$ cat src/rtl/spi_burst_ctrl_if.sv
// SPI core side of the burst sequencer: the byte to send with its start strobe,
// and the received byte with its completion strobe and ready flag.
interface spi_burst_ctrl_if;
  logic [7:0] spi_din;
  logic       spi_start;
  logic [7:0] spi_dout;
  logic       spi_done_tick;
  logic       spi_ready;

  modport master (
    output spi_din,
    output spi_start,
    input  spi_dout,
    input  spi_done_tick,
    input  spi_ready
  );

  modport slave (
    input  spi_din,
    input  spi_start,
    output spi_dout,
    output spi_done_tick,
    output spi_ready
  );
endinterface

$ cat src/rtl/spi_burst_ctrl.sv
// Host-side burst sequencer for an SPI master core. TX bytes queue in a FIFO.
// A go pulse holds one slave select low for the whole burst and launches one
// byte per core-ready window. Each echoed byte lands in an RX FIFO.
module spi_burst_ctrl #(
  parameter int ADDR_W = 3,
  parameter int NUM_SS = 4,
  parameter int CS_DLY = 4
) (
  input  logic                        clk,
  input  logic                        reset,
  input  logic                        wr_tx,
  input  logic [7:0]                  tx_data,
  input  logic                        rd_rx,
  output logic [7:0]                  rx_data,
  input  logic                        go,
  input  logic [$clog2(NUM_SS)-1:0]   ss_sel,
  output logic                        tx_full,
  output logic                        tx_empty,
  output logic                        rx_empty,
  output logic                        rx_ovf,
  output logic                        busy,
  output logic                        burst_done,
  output logic [NUM_SS-1:0]           ss_n,
  spi_burst_ctrl_if.master            spi
);

  localparam int DEPTH = 1 << ADDR_W;
  localparam int TMR_W = $clog2(CS_DLY + 1);

  localparam logic [2:0] IDLE   = 3'd0;
  localparam logic [2:0] SETUP  = 3'd1;
  localparam logic [2:0] LAUNCH = 3'd2;
  localparam logic [2:0] WAIT   = 3'd3;
  localparam logic [2:0] HOLD   = 3'd4;

  logic [2:0]        state_q, state_d;
  logic [TMR_W-1:0]  timer_q, timer_d;
  logic [NUM_SS-1:0] ss_n_q, ss_n_d;
  logic [7:0]        spi_din_q, spi_din_d;
  logic              spi_start_q, spi_start_d;
  logic              busy_q, busy_d;
  logic              burst_done_q, burst_done_d;
  logic              rx_ovf_q, rx_ovf_d;

  logic [7:0]        tx_mem_q [DEPTH];
  logic [ADDR_W-1:0] tx_wr_ptr_q, tx_wr_ptr_d;
  logic [ADDR_W-1:0] tx_rd_ptr_q, tx_rd_ptr_d;
  logic [ADDR_W:0]   tx_cnt_q, tx_cnt_d;

  logic [7:0]        rx_mem_q [DEPTH];
  logic [ADDR_W-1:0] rx_wr_ptr_q, rx_wr_ptr_d;
  logic [ADDR_W-1:0] rx_rd_ptr_q, rx_rd_ptr_d;
  logic [ADDR_W:0]   rx_cnt_q, rx_cnt_d;

  logic tx_push, tx_pop;
  logic rx_push, rx_pop, rx_write;

  assign tx_empty = (tx_cnt_q == '0);
  assign tx_full  = (tx_cnt_q == (ADDR_W+1)'(DEPTH));
  assign rx_empty = (rx_cnt_q == '0);
  assign rx_data  = rx_mem_q[rx_rd_ptr_q];

  assign tx_push  = wr_tx && !tx_full;
  assign rx_pop   = rd_rx && !rx_empty;
  // A full RX FIFO still accepts the incoming byte when the host frees a slot in the same cycle.
  assign rx_write = rx_push && (!rx_full_w() || rx_pop);

  function automatic logic rx_full_w();
    return (rx_cnt_q == (ADDR_W+1)'(DEPTH));
  endfunction

  assign ss_n          = ss_n_q;
  assign busy          = busy_q;
  assign burst_done    = burst_done_q;
  assign rx_ovf        = rx_ovf_q;
  assign spi.spi_din   = spi_din_q;
  assign spi.spi_start = spi_start_q;

  // Burst sequencing: select setup, per-byte launch and wait, select hold.
  always_comb begin
    state_d      = state_q;
    timer_d      = timer_q;
    ss_n_d       = ss_n_q;
    spi_din_d    = spi_din_q;
    spi_start_d  = 1'b0;
    burst_done_d = 1'b0;
    rx_ovf_d     = rx_ovf_q;
    tx_pop       = 1'b0;
    rx_push      = 1'b0;
    case (state_q)
      IDLE: begin
        if (go && !tx_empty) begin
          ss_n_d   = ~(NUM_SS'(1) << ss_sel);
          rx_ovf_d = 1'b0;
          timer_d  = '0;
          state_d  = SETUP;
        end
      end
      SETUP: begin
        if (timer_q == TMR_W'(CS_DLY - 1)) begin
          state_d = LAUNCH;
        end else begin
          timer_d = timer_q + 1'b1;
        end
      end
      LAUNCH: begin
        if (spi.spi_ready && !tx_empty) begin
          tx_pop      = 1'b1;
          spi_din_d   = tx_mem_q[tx_rd_ptr_q];
          spi_start_d = 1'b1;
          state_d     = WAIT;
        end
      end
      WAIT: begin
        if (spi.spi_done_tick) begin
          rx_push = 1'b1;
          if (tx_empty) begin
            timer_d = '0;
            state_d = HOLD;
          end else begin
            state_d = LAUNCH;
          end
        end
      end
      HOLD: begin
        if (timer_q == TMR_W'(CS_DLY - 1)) begin
          ss_n_d       = '1;
          burst_done_d = 1'b1;
          state_d      = IDLE;
        end else begin
          timer_d = timer_q + 1'b1;
        end
      end
      default: begin
        ss_n_d  = '1;
        state_d = IDLE;
      end
    endcase
    if (rx_push && rx_full_w() && !rx_pop) begin
      rx_ovf_d = 1'b1;
    end
    busy_d = (state_d != IDLE);
  end

  // FIFO pointer and occupancy bookkeeping for both directions.
  always_comb begin
    tx_wr_ptr_d = tx_wr_ptr_q + (tx_push ? 1'b1 : 1'b0);
    tx_rd_ptr_d = tx_rd_ptr_q + (tx_pop ? 1'b1 : 1'b0);
    tx_cnt_d    = tx_cnt_q + (ADDR_W+1)'(tx_push) - (ADDR_W+1)'(tx_pop);
    rx_wr_ptr_d = rx_wr_ptr_q + (rx_write ? 1'b1 : 1'b0);
    rx_rd_ptr_d = rx_rd_ptr_q + (rx_pop ? 1'b1 : 1'b0);
    rx_cnt_d    = rx_cnt_q + (ADDR_W+1)'(rx_write) - (ADDR_W+1)'(rx_pop);
  end

  // Control and FIFO state registers; reset abandons any burst in flight.
  always_ff @(posedge clk or negedge reset) begin
    if (!reset) begin
      state_q      <= IDLE;
      timer_q      <= '0;
      ss_n_q       <= '1;
      spi_din_q    <= '0;
      spi_start_q  <= 1'b0;
      busy_q       <= 1'b0;
      burst_done_q <= 1'b0;
      rx_ovf_q     <= 1'b0;
      tx_wr_ptr_q  <= '0;
      tx_rd_ptr_q  <= '0;
      tx_cnt_q     <= '0;
      rx_wr_ptr_q  <= '0;
      rx_rd_ptr_q  <= '0;
      rx_cnt_q     <= '0;
    end else begin
      state_q      <= state_d;
      timer_q      <= timer_d;
      ss_n_q       <= ss_n_d;
      spi_din_q    <= spi_din_d;
      spi_start_q  <= spi_start_d;
      busy_q       <= busy_d;
      burst_done_q <= burst_done_d;
      rx_ovf_q     <= rx_ovf_d;
      tx_wr_ptr_q  <= tx_wr_ptr_d;
      tx_rd_ptr_q  <= tx_rd_ptr_d;
      tx_cnt_q     <= tx_cnt_d;
      rx_wr_ptr_q  <= rx_wr_ptr_d;
      rx_rd_ptr_q  <= rx_rd_ptr_d;
      rx_cnt_q     <= rx_cnt_d;
    end
  end

  // FIFO storage; contents need no reset since occupancy gates every read.
  always_ff @(posedge clk) begin
    if (tx_push) begin
      tx_mem_q[tx_wr_ptr_q] <= tx_data;
    end
    if (rx_write) begin
      rx_mem_q[rx_wr_ptr_q] <= spi.spi_dout;
    end
  end

endmodule
$ cat src/flat_wrapper.sv
// flat-port wrapper written by rule: the top's interface ports become plain ports
module spi_burst_ctrl_flat 
#(
  parameter int ADDR_W = 3,
  parameter int NUM_SS = 4,
  parameter int CS_DLY = 4
)
  (clk, reset, wr_tx, tx_data, rd_rx, rx_data, go, ss_sel, tx_full, tx_empty, rx_empty, rx_ovf, busy, burst_done, ss_n, spi_spi_din, spi_spi_start, spi_spi_dout, spi_spi_done_tick, spi_spi_ready);
  spi_burst_ctrl_if spi_i ();
  input  logic clk;
  input  logic reset;
  input  logic wr_tx;
  input  logic [7:0] tx_data;
  input  logic rd_rx;
  output logic [7:0] rx_data;
  input  logic go;
  input  logic [$clog2(NUM_SS)-1:0] ss_sel;
  output logic tx_full;
  output logic tx_empty;
  output logic rx_empty;
  output logic rx_ovf;
  output logic busy;
  output logic burst_done;
  output logic [NUM_SS-1:0] ss_n;
  output wire logic [$bits(spi_i.spi_din)-1:0] spi_spi_din;
  output wire logic [$bits(spi_i.spi_start)-1:0] spi_spi_start;
  input wire logic [$bits(spi_i.spi_dout)-1:0] spi_spi_dout;
  input wire logic [$bits(spi_i.spi_done_tick)-1:0] spi_spi_done_tick;
  input wire logic [$bits(spi_i.spi_ready)-1:0] spi_spi_ready;
  assign spi_spi_din = spi_i.spi_din;
  assign spi_spi_start = spi_i.spi_start;
  assign spi_i.spi_dout = spi_spi_dout;
  assign spi_i.spi_done_tick = spi_spi_done_tick;
  assign spi_i.spi_ready = spi_spi_ready;
  spi_burst_ctrl #(.ADDR_W(ADDR_W), .NUM_SS(NUM_SS), .CS_DLY(CS_DLY)) u_core (.clk(clk), .reset(reset), .wr_tx(wr_tx), .tx_data(tx_data), .rd_rx(rd_rx), .rx_data(rx_data), .go(go), .ss_sel(ss_sel), .tx_full(tx_full), .tx_empty(tx_empty), .rx_empty(rx_empty), .rx_ovf(rx_ovf), .busy(busy), .burst_done(burst_done), .ss_n(ss_n), .spi(spi_i));
endmodule
$ cat config.mk
export PLATFORM = sky130hd
export DESIGN_NAME = spi_burst_ctrl_flat
export DESIGN_NICKNAME = d
export VERILOG_FILES = /design/src/rtl/spi_burst_ctrl_if.sv /design/src/rtl/spi_burst_ctrl.sv /design/src/flat_wrapper.sv
export SDC_FILE = /design/constraint.sdc
export NUM_CORES = 1
export LEC_CHECK = 0
export BUFFER_PORTS_ARGS = -buffer_cell sky130_fd_sc_hd__buf_2
export CAP_MARGIN = 0
export CORE_ASPECT_RATIO = 0.9
export CORE_MARGIN = 4
export CORE_UTILIZATION = 33
export CTS_CLUSTER_SIZE = 12
export DETAILED_ROUTE_END_ITERATION = 10
export PLACE_DENSITY = 0.58
export SYNTH_ARGS = -nofsm -noshare
export SYNTH_HDL_FRONTEND = slang
export SYNTH_SLANG_ARGS = --single-unit
$ cat constraint.sdc
create_clock -name clk -period 2.5 [get_ports clk]
set_input_delay 0.375 -clock clk [delete_from_list [all_inputs] [get_ports clk]]
set_output_delay 0.375 -clock clk [all_outputs]
set_load 0.03 [all_outputs]
After elaboration in Yosys (flattened, before gate mapping)
Memory sizes are Yosys's and may differ from the RTL's. A register that Yosys moved wholly into a read port is not among the register bits.
Cells that the tools add are included.

storage, ports and cells
  flip-flop bits (word level) = 34
  bits in writable memories = 128
  bits of input ports = 25
  memories = 2

cells by class
  $add $sub $neg = 9
  eq/ne operators = 12
  shift operators = 1
  multiplexer cells = 32
  bitwise gates (word level) = 2
  reductions and logical operators = 27

memory list
  name             words  bits a word  rd ports  clocked after Yosys merged registers in  wr ports  RTL line              source
  u_core.rx_mem_q  8      8            1         0                                        1         spi_burst_ctrl.sv:50  logic [7:0] rx_mem_q [DEPTH];
  u_core.tx_mem_q  8      8            1         1                                        1         spi_burst_ctrl.sv:45  logic [7:0] tx_mem_q [DEPTH];

operator list
  cell                   count
  $mux W3                10
  $mux W1                17
  $pmux W3 S5            1
  $add A3 B3 Y3          4
  $pmux W4 S3            1
  $eq A3 B2 Y1 const B   3
  $pmux W3 S3            1
  $add A4 B1 Y4          2
  $eq A4 B4 Y1 const B   2
  $logic_not A4 Y1       2
  $mux W4                2
  $sub A4 B1 Y4          2
  $logic_and A1 B1 Y1    7
  $logic_not A1 Y1       6
  $ne A2 B1 Y1 const B   3
  $reduce_bool A3 Y1     2
  $reduce_and A5 Y1      1
  $ne A2 B2 Y1 const B   2
  $not A4 Y4             1
  $reduce_and A2 Y1      2
  $reduce_bool A2 Y1     2
  $shl A1 B2 Y4 const A  1
  $add A3 B1 Y3 const B  1
  $eq A3 B1 Y1 const B   1
  7 further kinds        7

Longest topological paths before layout
Gate-level depths: netlist of the first run.

  depth after elaboration = 7
  depth in mapped cells = 12
  mapped depth without buffers = 11

Worst setup path before layout of the first run
No wires, ideal clock.

  path type = reg-to-reg
  start = reg u_core.tx_cnt_q[2]
  end = reg u_core.tx_cnt_q[2]
  data arrival time = 2567 ps
  path slack = -190 ps
  stages on the path, launching flop included = 12
  buffers on the path = 1
  clock period less this slack = 2690 ps
  path through = dfrtp_1 > inv_1 > ha_1 > or3b_2 > clkbuf_1 > nand4_1 > inv_1 > ha_1 > inv_1 > ha_1 > fa_1 > xor2_1

between the ends
  word-level cells in the longest chain between the ends = 6
  elaborated cells between the ends (all ways) = 10
  classes of those cells = 2 x add/sub; 1 x eq/ne; 2 x mux; 5 x reduce/logical

ends and longest elaborated chain
  element                   RTL line               source
  start: declaration        spi_burst_ctrl.sv:48   logic [ADDR_W:0] tx_cnt_q, tx_cnt_d;
  start signal: assignment  spi_burst_ctrl.sv:183  tx_cnt_q <= tx_cnt_d;
  $logic_not A4 Y1          spi_burst_ctrl.sv:58   assign tx_empty = (tx_cnt_q == '0);
  $logic_not A1 Y1          spi_burst_ctrl.sv:107  if (spi.spi_ready && !tx_empty) begin
  $logic_and A1 B1 Y1       spi_burst_ctrl.sv:107
  $mux W1 (2 in series)     n/a
  net u_core.spi_start_d    spi_burst_ctrl.sv:40   logic spi_start_q, spi_start_d;
  $sub A4 B1 Y4             spi_burst_ctrl.sv:149  tx_cnt_d = tx_cnt_q + (ADDR_W+1)'(tx_push) - (ADDR_W+1)'(tx_pop);
  net u_core.tx_cnt_d[2]    spi_burst_ctrl.sv:48

The timed path passes the listed nets, and every way through them passes these cells.
A chain may end at the register's enable or synchronous reset.

Worst setup path in the final report of the first run
  start = reg u_core.rx_rd_ptr_q[0]
  end = out rx_data[0]

between the ends
  word-level cells in the longest chain between the ends = 1

ends and longest elaborated chain
  element                   RTL line               source
  start: declaration        spi_burst_ctrl.sv:52   logic [ADDR_W-1:0] rx_rd_ptr_q, rx_rd_ptr_d;
  start signal: assignment  spi_burst_ctrl.sv:185  rx_rd_ptr_q <= rx_rd_ptr_d;
  $mem_v2 Z8 W8             n/a
  end: declaration          flat_wrapper.sv:15     output logic [7:0] rx_data;

No other way between the ends.

==> results.txt, run 1 <==
----------------------------------------------------
[GRT]
  Number of global-route vias before repair ... around 3,800
  Total overflow reported by the global router ... 0
  Overall routing resource usage ... 0.115
  Pin count of the biggest net entering global routing ... 25
  GR Util met2 ... 0.197
  M3 GR Usage ... 0.0377
  Busiest layer in global routing ... met2
  Antenna violations before repair ... 2
  First-pass GRT wire length ... 20,500 um
  Met1 GRT Util ... 0.138

[Placed design]
  Detailed placement HPWL ... around 8600 um
  Total placed instance area ... just under 8000 um2
  Final estimated routing congestion in global placement ... roughly 0.70
  Cell total after placement ... 725
  Setup slack after placement ... around 200 ps
  PortBufs ... slightly above 50

[Hold path]
  Hold worst-path end ... u_core.ss_n[2]
  Worst hold path cell count ... 2
  Hold Path Origin ... ss_sel[1]
  Worst Hold Class ... in -> reg

[Clocking]
  Number of clock sinks ... 170
  # hold bufs at CTS ... 1
  Post-CTS setup repair buffer count ... 0
  Insertion delay of the later-clocked pin in the worst-skew pair ... 430 ps
  Clock Path Buffers ... 2
  Root Buffer ... sky130_fd_sc_hd__clkbuf_16
  Clock transition at the registers of the reported paths ... around 70 ps
  CTS Buf Count ... 17
  TritonCTS clock tree ... built
  Post-cts resize count ... 0
  Clock H-tree levels ... 4

[Logic synthesis]
  Average size of a mapped cell ... between 15 and 20 um2
  Yosys warns ... 0
  Post-Synthesis Cell Area ... approximately 7000 um2
  Portion of the post-synthesis area used by sequential elements ... 0.702
  Most frequently used cell type in the post-synthesis netlist ... sky130_fd_sc_hd__edfxtp_1
  Number of enable-type register cells in the synthesized netlist ... between 100 and 150
  Flip-flop and latch count after synthesis ... 170
  Most instantiated cells after synthesis ... sky130_fd_sc_hd__edfxtp_1, sky130_fd_sc_hd__dfrtp_1, sky130_fd_sc_hd__inv_1, sky130_fd_sc_hd__mux2_2, sky130_fd_sc_hd__ha_1
  Portion of synthesized cell area occupied by the leading cell type ... 0.551
  Cells after Synth ... 373
  Yosys cell types ... 45
  Fraction of registers with async set/reset ... 0.247
  Net Count, Synth ... 422
  Top cells by area in the synthesized netlist ... sky130_fd_sc_hd__edfxtp_1, sky130_fd_sc_hd__dfrtp_1, sky130_fd_sc_hd__mux4_1
  Cell type with the highest aggregate area in the netlist ... sky130_fd_sc_hd__edfxtp_1
  Post-synth top flop ... sky130_fd_sc_hd__edfxtp_1

[Timing]
  Setup repair after global routing missed its margin ... no
  Sum of negative setup slack ... 0 ps
  Shortest clock period the worst path allows after layout ... about 2400 ps
  Final setup vio count ... 0
  Slew HR ... 0.574
  Slew Limit Fails ... 0
  Fin crit share ... 0.951
  Worst clock skew on the final layout ... about 9.1 ps
  Fmax ... between 400 and 500 MHz
  Worst Setup Slack, final ... roughly 120 ps
  Transition time of the tightest slew-check pin ... approximately 640 ps
  Final Hold Viols ... 0

[Setup path]
  Longest individual stage delay on the worst path ... approximately 500 ps
  Worst Setup Path Type ... reg -> out
  Worst r2r src ... u_core.tx_cnt_q[2]
  Critical path launch point type ... register
  Number of cells on the worst reg-to-reg path ... 10
  Worst-case register-to-register setup slack ... roughly 220 ps
  Worst setup EP type ... output pin
  Cells along the critical path ... buf_12 > mux4_2 > mux2_2 > buf_2
  Data arrival time of the critical path ... ~2000 ps
  Kind of cell adding the most delay to the critical path ... multiplexers
  Cell type of the slowest stage on the worst timing path ... sky130_fd_sc_hd__mux4_2
  Critical path peak fanout ... 16
  Critical R2R Capture ... u_core.tx_cnt_q[2]
  Required time at the endpoint of the critical path ... 2120 ps
  Critical path buffers and inverters ... 2

[Routing]
  Via density ... between 4 and 5
  Number of vias after detailed routing ... ~3,500
  Final routed wire length divided by cell count ... 16.8 um
  Count of nets left with antenna violations after detail routing ... 0
  First-iteration detailed-routing DRC count ... between 200 and 250
  WL final ... around 13,000 um
  Residual DRC ... 0
  Number of iterations in the first detailed-routing pass ... 5

[Power]
  Lkg Pwr ... approximately 3.2 nW
  Cell area power density ... approximately 1200 nW/um2
  Peak supply drop ... 0.645 mV

[Final layout]
  Number of antenna repair diodes ... 0
  Count of non-filler cells in the finished layout ... 758
  Fraction of layout cells with a size suffix above 1 ... 0.339
  Fin area ... between 8000 and 9000 um2
  Layout Nets ... roughly 500
  Core Util, Final ... 0.402
  Layout overhead on the synthesized area ... 20.0%
  Number of filler cells placed in the layout ... around 1,900

[Floorplanning]
  Horiz. Die Dim ... ~160 um
  Initial Utilization ... 0.335
  Height of the chip ... ~150 um
  Number of top-level design ports ... 52
  Area of the die ... approximately 24,000 um2
  Core region area ... between 20,000 and 25,000 um2
  Placement row count ... 50

[Run status]
  Outcome ... finished, final reports clean

[Flow run]
  Max cap viols ... 0

----------------------------------------------------
kinds of logic (layout without fill, tap and decap cells):
logic type | after synthesis | after routing | synth area share
and+or+nand+nor | 52 | 52 | 0.0389
DFF | 170 | 170 | 0.702
adders and majority gates | 24 | 24 | 0.0452
xor gates and xnor gates | 9 | 9 | 0.0113
muxes | 58 | 58 | 0.153
AOI/OAI and AO/OA | 22 | 22 | 0.0246
buffers and inverters | 38 | 137 | 0.0254
metal layers:
metal  vias up  part of all wire
li1       1641                 -
met1      1799              0.43
met2        56              0.52
met3        16             0.040
met4         4             0.011
met5         -            0.0016
cell usage in the layout (no fill, tap or decap), types with 2 or more instances in the layout:
master	instances
sky130_fd_sc_hd__xor2_1	8
sky130_fd_sc_hd__a21o_1	2
sky130_fd_sc_hd__dfstp_2	4
sky130_fd_sc_hd__nor3_1	6
sky130_fd_sc_hd__clkbuf_16	17
sky130_fd_sc_hd__ha_1	21
sky130_fd_sc_hd__dfrtp_1	38
sky130_fd_sc_hd__nand2b_1	5
sky130_fd_sc_hd__mux4_1	15
sky130_fd_sc_hd__a2bb2oi_1	2
sky130_fd_sc_hd__a311o_1	2
sky130_fd_sc_hd__nand3_1	6
sky130_fd_sc_hd__nand2_1	4
sky130_fd_sc_hd__and2_1	2
sky130_fd_sc_hd__nand3b_1	2
sky130_fd_sc_hd__a21oi_1	3
sky130_fd_sc_hd__bufinv_16	3
sky130_fd_sc_hd__inv_1	23
sky130_fd_sc_hd__inv_6	7
sky130_fd_sc_hd__edfxtp_1	128
sky130_fd_sc_hd__mux2_2	24
sky130_fd_sc_hd__buf_2	51
sky130_fd_sc_hd__clkinv_4	3
sky130_fd_sc_hd__buf_12	2
sky130_fd_sc_hd__o2bb2ai_1	2
sky130_fd_sc_hd__mux2i_1	2
sky130_fd_sc_hd__o32a_1	2
sky130_fd_sc_hd__o31ai_1	4
sky130_fd_sc_hd__nor2_1	17
sky130_fd_sc_hd__mux4_2	17
sky130_fd_sc_hd__buf_4	27
sky130_fd_sc_hd__clkbuf_1	2
registers in the layout (all words and copies together), names as in the netlist, 3 cells and up:
register	cells
u_core.tx_wr_ptr_q	3
u_core.rx_rd_ptr_q	3
u_core.state_q	3
u_core.tx_mem_q	64
u_core.rx_mem_q	64
u_core.ss_n	4
u_core.rx_cnt_q	4
u_core.tx_cnt_q	4
u_core.spi.spi_din	8
u_core.tx_rd_ptr_q	3
u_core.timer_q	3
u_core.rx_wr_ptr_q	3
area by class of cell:
type	count	area [um2]	share of cell area
inverter	24	90.1	0.0108
multi-input combinational	165	1910	0.228
sequential	170	4900	0.585
clock inverter	13	178	0.0212
clock buffer	19	433	0.0517
tap	286	358	0.0427
timing repair buffer	81	508	0.0606
per-stage QoR:
stage          power, mW  hold slack [ps]
2_1_floorplan       6.36             79.4
3_3_place_gp        7.15              431
3_5_place_dp        7.28              437
4_1_cts             10.0             90.9
5_1_grt             10.5             96.5
6_report            9.86              111
report_power, final:
part	internal (mW)	switching, mW	total [mW]
combinational	1.47	1.73	3.19
clock	1.60	1.11	2.71
sequential	3.61	0.341	3.96
total	6.68	3.18	9.86
worst register-to-register path, cell delays in order, from the launching register on:
cell                      delay [ps]
sky130_fd_sc_hd__dfrtp_1         370
sky130_fd_sc_hd__inv_2            70
sky130_fd_sc_hd__ha_1            130
sky130_fd_sc_hd__or3b_4          400
sky130_fd_sc_hd__nand4_1         110
sky130_fd_sc_hd__inv_1            80
sky130_fd_sc_hd__ha_1            280
sky130_fd_sc_hd__inv_1            40
sky130_fd_sc_hd__ha_2            190
sky130_fd_sc_hd__fa_2            350
sky130_fd_sc_hd__xor2_1          140
worst max-delay path by stage:
stage,endpoint,slack (ps),depth (start not counted),from
CTS,rx_data[4],80,4,u_core.rx_rd_ptr_q[0]
detailed placement,u_core.tx_cnt_q[2],210,10,u_core.tx_cnt_q[2]
floorplan,u_core.tx_cnt_q[2],5,11,u_core.tx_cnt_q[2]
finish,rx_data[0],120,4,u_core.rx_rd_ptr_q[0]
global placement,u_core.tx_cnt_q[2],250,10,u_core.tx_cnt_q[2]
global route,rx_data[0],30,4,u_core.rx_rd_ptr_q[0]
Power figures use the tool's default switching activity.
==> run 2, diff against run 1 <==
--- a/config.mk
+++ b/config.mk
@@ -7,12 +7,15 @@
 export LEC_CHECK = 0
 export BUFFER_PORTS_ARGS = -buffer_cell sky130_fd_sc_hd__buf_2
 export CAP_MARGIN = 0
+export CELL_PAD_IN_SITES_DETAIL_PLACEMENT = 0
+export CELL_PAD_IN_SITES_GLOBAL_PLACEMENT = 1
 export CORE_ASPECT_RATIO = 0.9
-export CORE_MARGIN = 4
+export CORE_MARGIN = 2
 export CORE_UTILIZATION = 33
 export CTS_CLUSTER_SIZE = 12
 export DETAILED_ROUTE_END_ITERATION = 10
-export PLACE_DENSITY = 0.58
+export GPL_TIMING_DRIVEN = 0
+export PLACE_DENSITY = 0.64
 export SYNTH_ARGS = -nofsm -noshare
 export SYNTH_HDL_FRONTEND = slang
 export SYNTH_SLANG_ARGS = --single-unit
==> results.txt, run 2 (synthesized netlist as in run 1, its figures left out) <==
----------------------------------------------------
[Power]
  Lkg Pwr ... 3.13 nW (-1.9%)
  Final total power ... 9.98 mW (+1.2%)
  Cell area power density ... 1190 nW/um2 (+0.90%)
  Peak supply drop ... 0.541 mV (-16%)

[Timing]
  Setup repair after global routing missed its margin ... yes
  Final Hold Viols ... 0 (unchanged)
  Fmax ... 410 MHz (-2.5%)
  Fin crit share ... 0.976 (+0.0241)
  Transition time of the tightest slew-check pin ... 1020 ps (+379 ps)
  Shortest clock period the worst path allows after layout ... 2440 ps (+60.3 ps)
  Worst clock skew on the final layout ... 11.8 ps (+2.74 ps)
  Slew HR ... 0.322 (-0.253)
  Slew Limit Fails ... 0 (unchanged)
  Final setup vio count ... 0 (unchanged)

[Final layout]
  Fin area ... 8400 um2 (+0.31%)
  Fraction of layout cells with a size suffix above 1 ... 0.345 (+0.00592)
  FF/Latch Area ... 4900 um2 (about the same)
  Layout overhead on the synthesized area ... 20.4%
  Multi-input gate area ... 1970 um2 (+3.3%)
  Number of filler cells placed in the layout ... 1,916 (-0.10%)
  Highest-count cells in the layout ignoring fill and taps ... sky130_fd_sc_hd__edfxtp_1, sky130_fd_sc_hd__buf_2, sky130_fd_sc_hd__dfrtp_1
  Commonest non-fill, non-tap cell in the layout ... sky130_fd_sc_hd__edfxtp_1
  Layout Nets ... 497 (-2.2%)

[Floorplanning]
  Height of the chip ... 142 um (-2.7%)
  Horiz. Die Dim ... 157 um (-2.5%)
  Placement row count ... 50 (unchanged)
  Number of top-level design ports ... 52 (unchanged)
  Area of the die ... 22,300 um2 (-5.2%)
  Initial Utilization ... 0.336 (+0.00101)
  Core region area ... 20,800 um2 (-0.30%)

[Placed design]
  PortBufs ... 51 (unchanged)
  Final estimated routing congestion in global placement ... 0.738 (+4.9%)
  Detailed placement HPWL ... 8230 um (-4.6%)
  Total placed instance area ... 7620 um2 (-1.7%)

[Routing]
  Count of nets left with antenna violations after detail routing ... 0 (unchanged)
  Number of vias after detailed routing ... 3,511 (-0.14%)
  First-iteration detailed-routing DRC count ... 180 (-21%)
  Via density ... 4.69 (+1.2%)
  WL final ... 13,000 um (+1.7%)
  Number of iterations in the first detailed-routing pass ... 4 (-1)
  Residual DRC ... 0 (unchanged)
  Final routed wire length divided by cell count ... 17.4 um (+3.0%)

[Setup path]
  Required time at the endpoint of the critical path ... 2120 ps (about the same)
  Worst setup EP type ... output pin
  Data arrival time of the critical path ... 2060 ps (+60 ps)
  Worst Setup Path Type ... reg -> out
  Critical path peak fanout ... 5 (-11)
  Critical path launch point type ... register

[Clocking]
  TritonCTS clock tree ... built
  Insertion delay of the later-clocked pin in the worst-skew pair ... 440 ps (about the same)
  Clock transition at the registers of the reported paths ... 70 ps (about the same)
  Root Buffer ... sky130_fd_sc_hd__clkbuf_16
  Clock H-tree levels ... 4 (unchanged)
  # hold bufs at CTS ... 0 (-1)
  Number of clock sinks ... 170 (unchanged)
  Clock Path Buffers ... 2 (unchanged)
  CTS Buf Count ... 17 (unchanged)

[Hold path]
  Worst Hold Class ... in -> async

[GRT]
  Antenna violations before repair ... 2 (unchanged)
  Total overflow reported by the global router ... 0 (unchanged)
  First-pass GRT wire length ... 19,700 um (-3.8%)
  Overall routing resource usage ... 0.123 (+0.00757)
  Pin count of the biggest net entering global routing ... 43 (+72%)
  Number of global-route vias before repair ... 3,512 (-6.5%)

[Run status]
  Outcome ... finished, final reports clean

[Flow run]
  Max cap viols ... 0 (unchanged)

----------------------------------------------------
[run 2: changes by cell type in the layout (fill, tap and decap cells not counted), sizes merged]
| cell | change |
|---|---|
| clkinv | +6 |
| buf | -16 |
| inv | -1 |
| clkbuf | +4 |
| diode | +1 |
| bufinv | -3 |
| dlygate4sd3 | -1 |
[run 2: final cells by class]
| class | instances | area share |
|---|---|---|
| Multi-Input combinational cell | 165 | 0.235 |
| Tap cell | 286 | 0.0426 |
| Clock buffer | 17 | 0.0506 |
| Clock inverter | 15 | 0.0228 |
| Antenna cell | 1 | 0.000298 |
| Timing Repair Buffer | 58 | 0.0424 |
| Inverter | 24 | 0.0107 |
| Buffer | 12 | 0.0125 |
| Sequential cell | 170 | 0.583 |
[run 2: path summary, 6_finish.rpt]
path | start | slack (ps) | cells past startpoint | to
max in group asynchronous | reset | 1690 | 1 | u_core.rx_rd_ptr_q[1]
worst min-delay path | reset | 100 | 1 | u_core.tx_cnt_q[3]
worst min register to register | u_core.spi.spi_din[4] | 510 | 1 | u_core.spi.spi_din[4]
min in group clk | ss_sel[1] | 110 | 2 | u_core.ss_n[2]
worst max-delay path | u_core.rx_rd_ptr_q[0] | 60 | 5 | rx_data[7]
worst max register to register | u_core.state_q[0] | 80 | 4 | u_core.rx_mem_q[7][7]
[run 2: power by group]
group	internal, mW	switching [mW]
sequential	3.62	0.290
clock	1.36	1.27
combinational	1.56	1.87
[run 2: metal layers]
metal,wire length [um],vias up,global-route usage
met2,6280,73,0.193
met5,0,-,0
met1,5890,1802,0.158
li1,-,1619,-
met3,615,17,0.0402
met4,205,0,0.0459
[run 2: repair_timing]
action,CTS,global route
gates cloned,0,1
pin swaps,0,2
buffers inserted,3,3
setup endpoints to repair,77,71
gates resized for setup,9,15
[run 2: metrics by stage]
step / setup slack, ps / std cells / setup TNS, ps / hold slack [ps] / utilization
floorplan: 5.32 / 373 / 0 / 79.4 / -
global placement: -608 / 710 / -16540 / 485 / 0.366
detailed placement: -452 / 710 / -10140 / 491 / 0.367
CTS: -153 / 744 / -7610 / 83.5 / 0.399
global route: -143 / 747 / -2960 / 78.0 / 0.405
finish: 61.0 / 748 / 0 / 105 / 0.405
[run 2: worst max-delay path, stage by stage, from the launching register on]
cell and delay, ps:
sky130_fd_sc_hd__dfrtp_1 370, sky130_fd_sc_hd__buf_6 150, sky130_fd_sc_hd__buf_12 130, sky130_fd_sc_hd__mux4_2 490, sky130_fd_sc_hd__mux2_2 300, sky130_fd_sc_hd__clkbuf_4 190
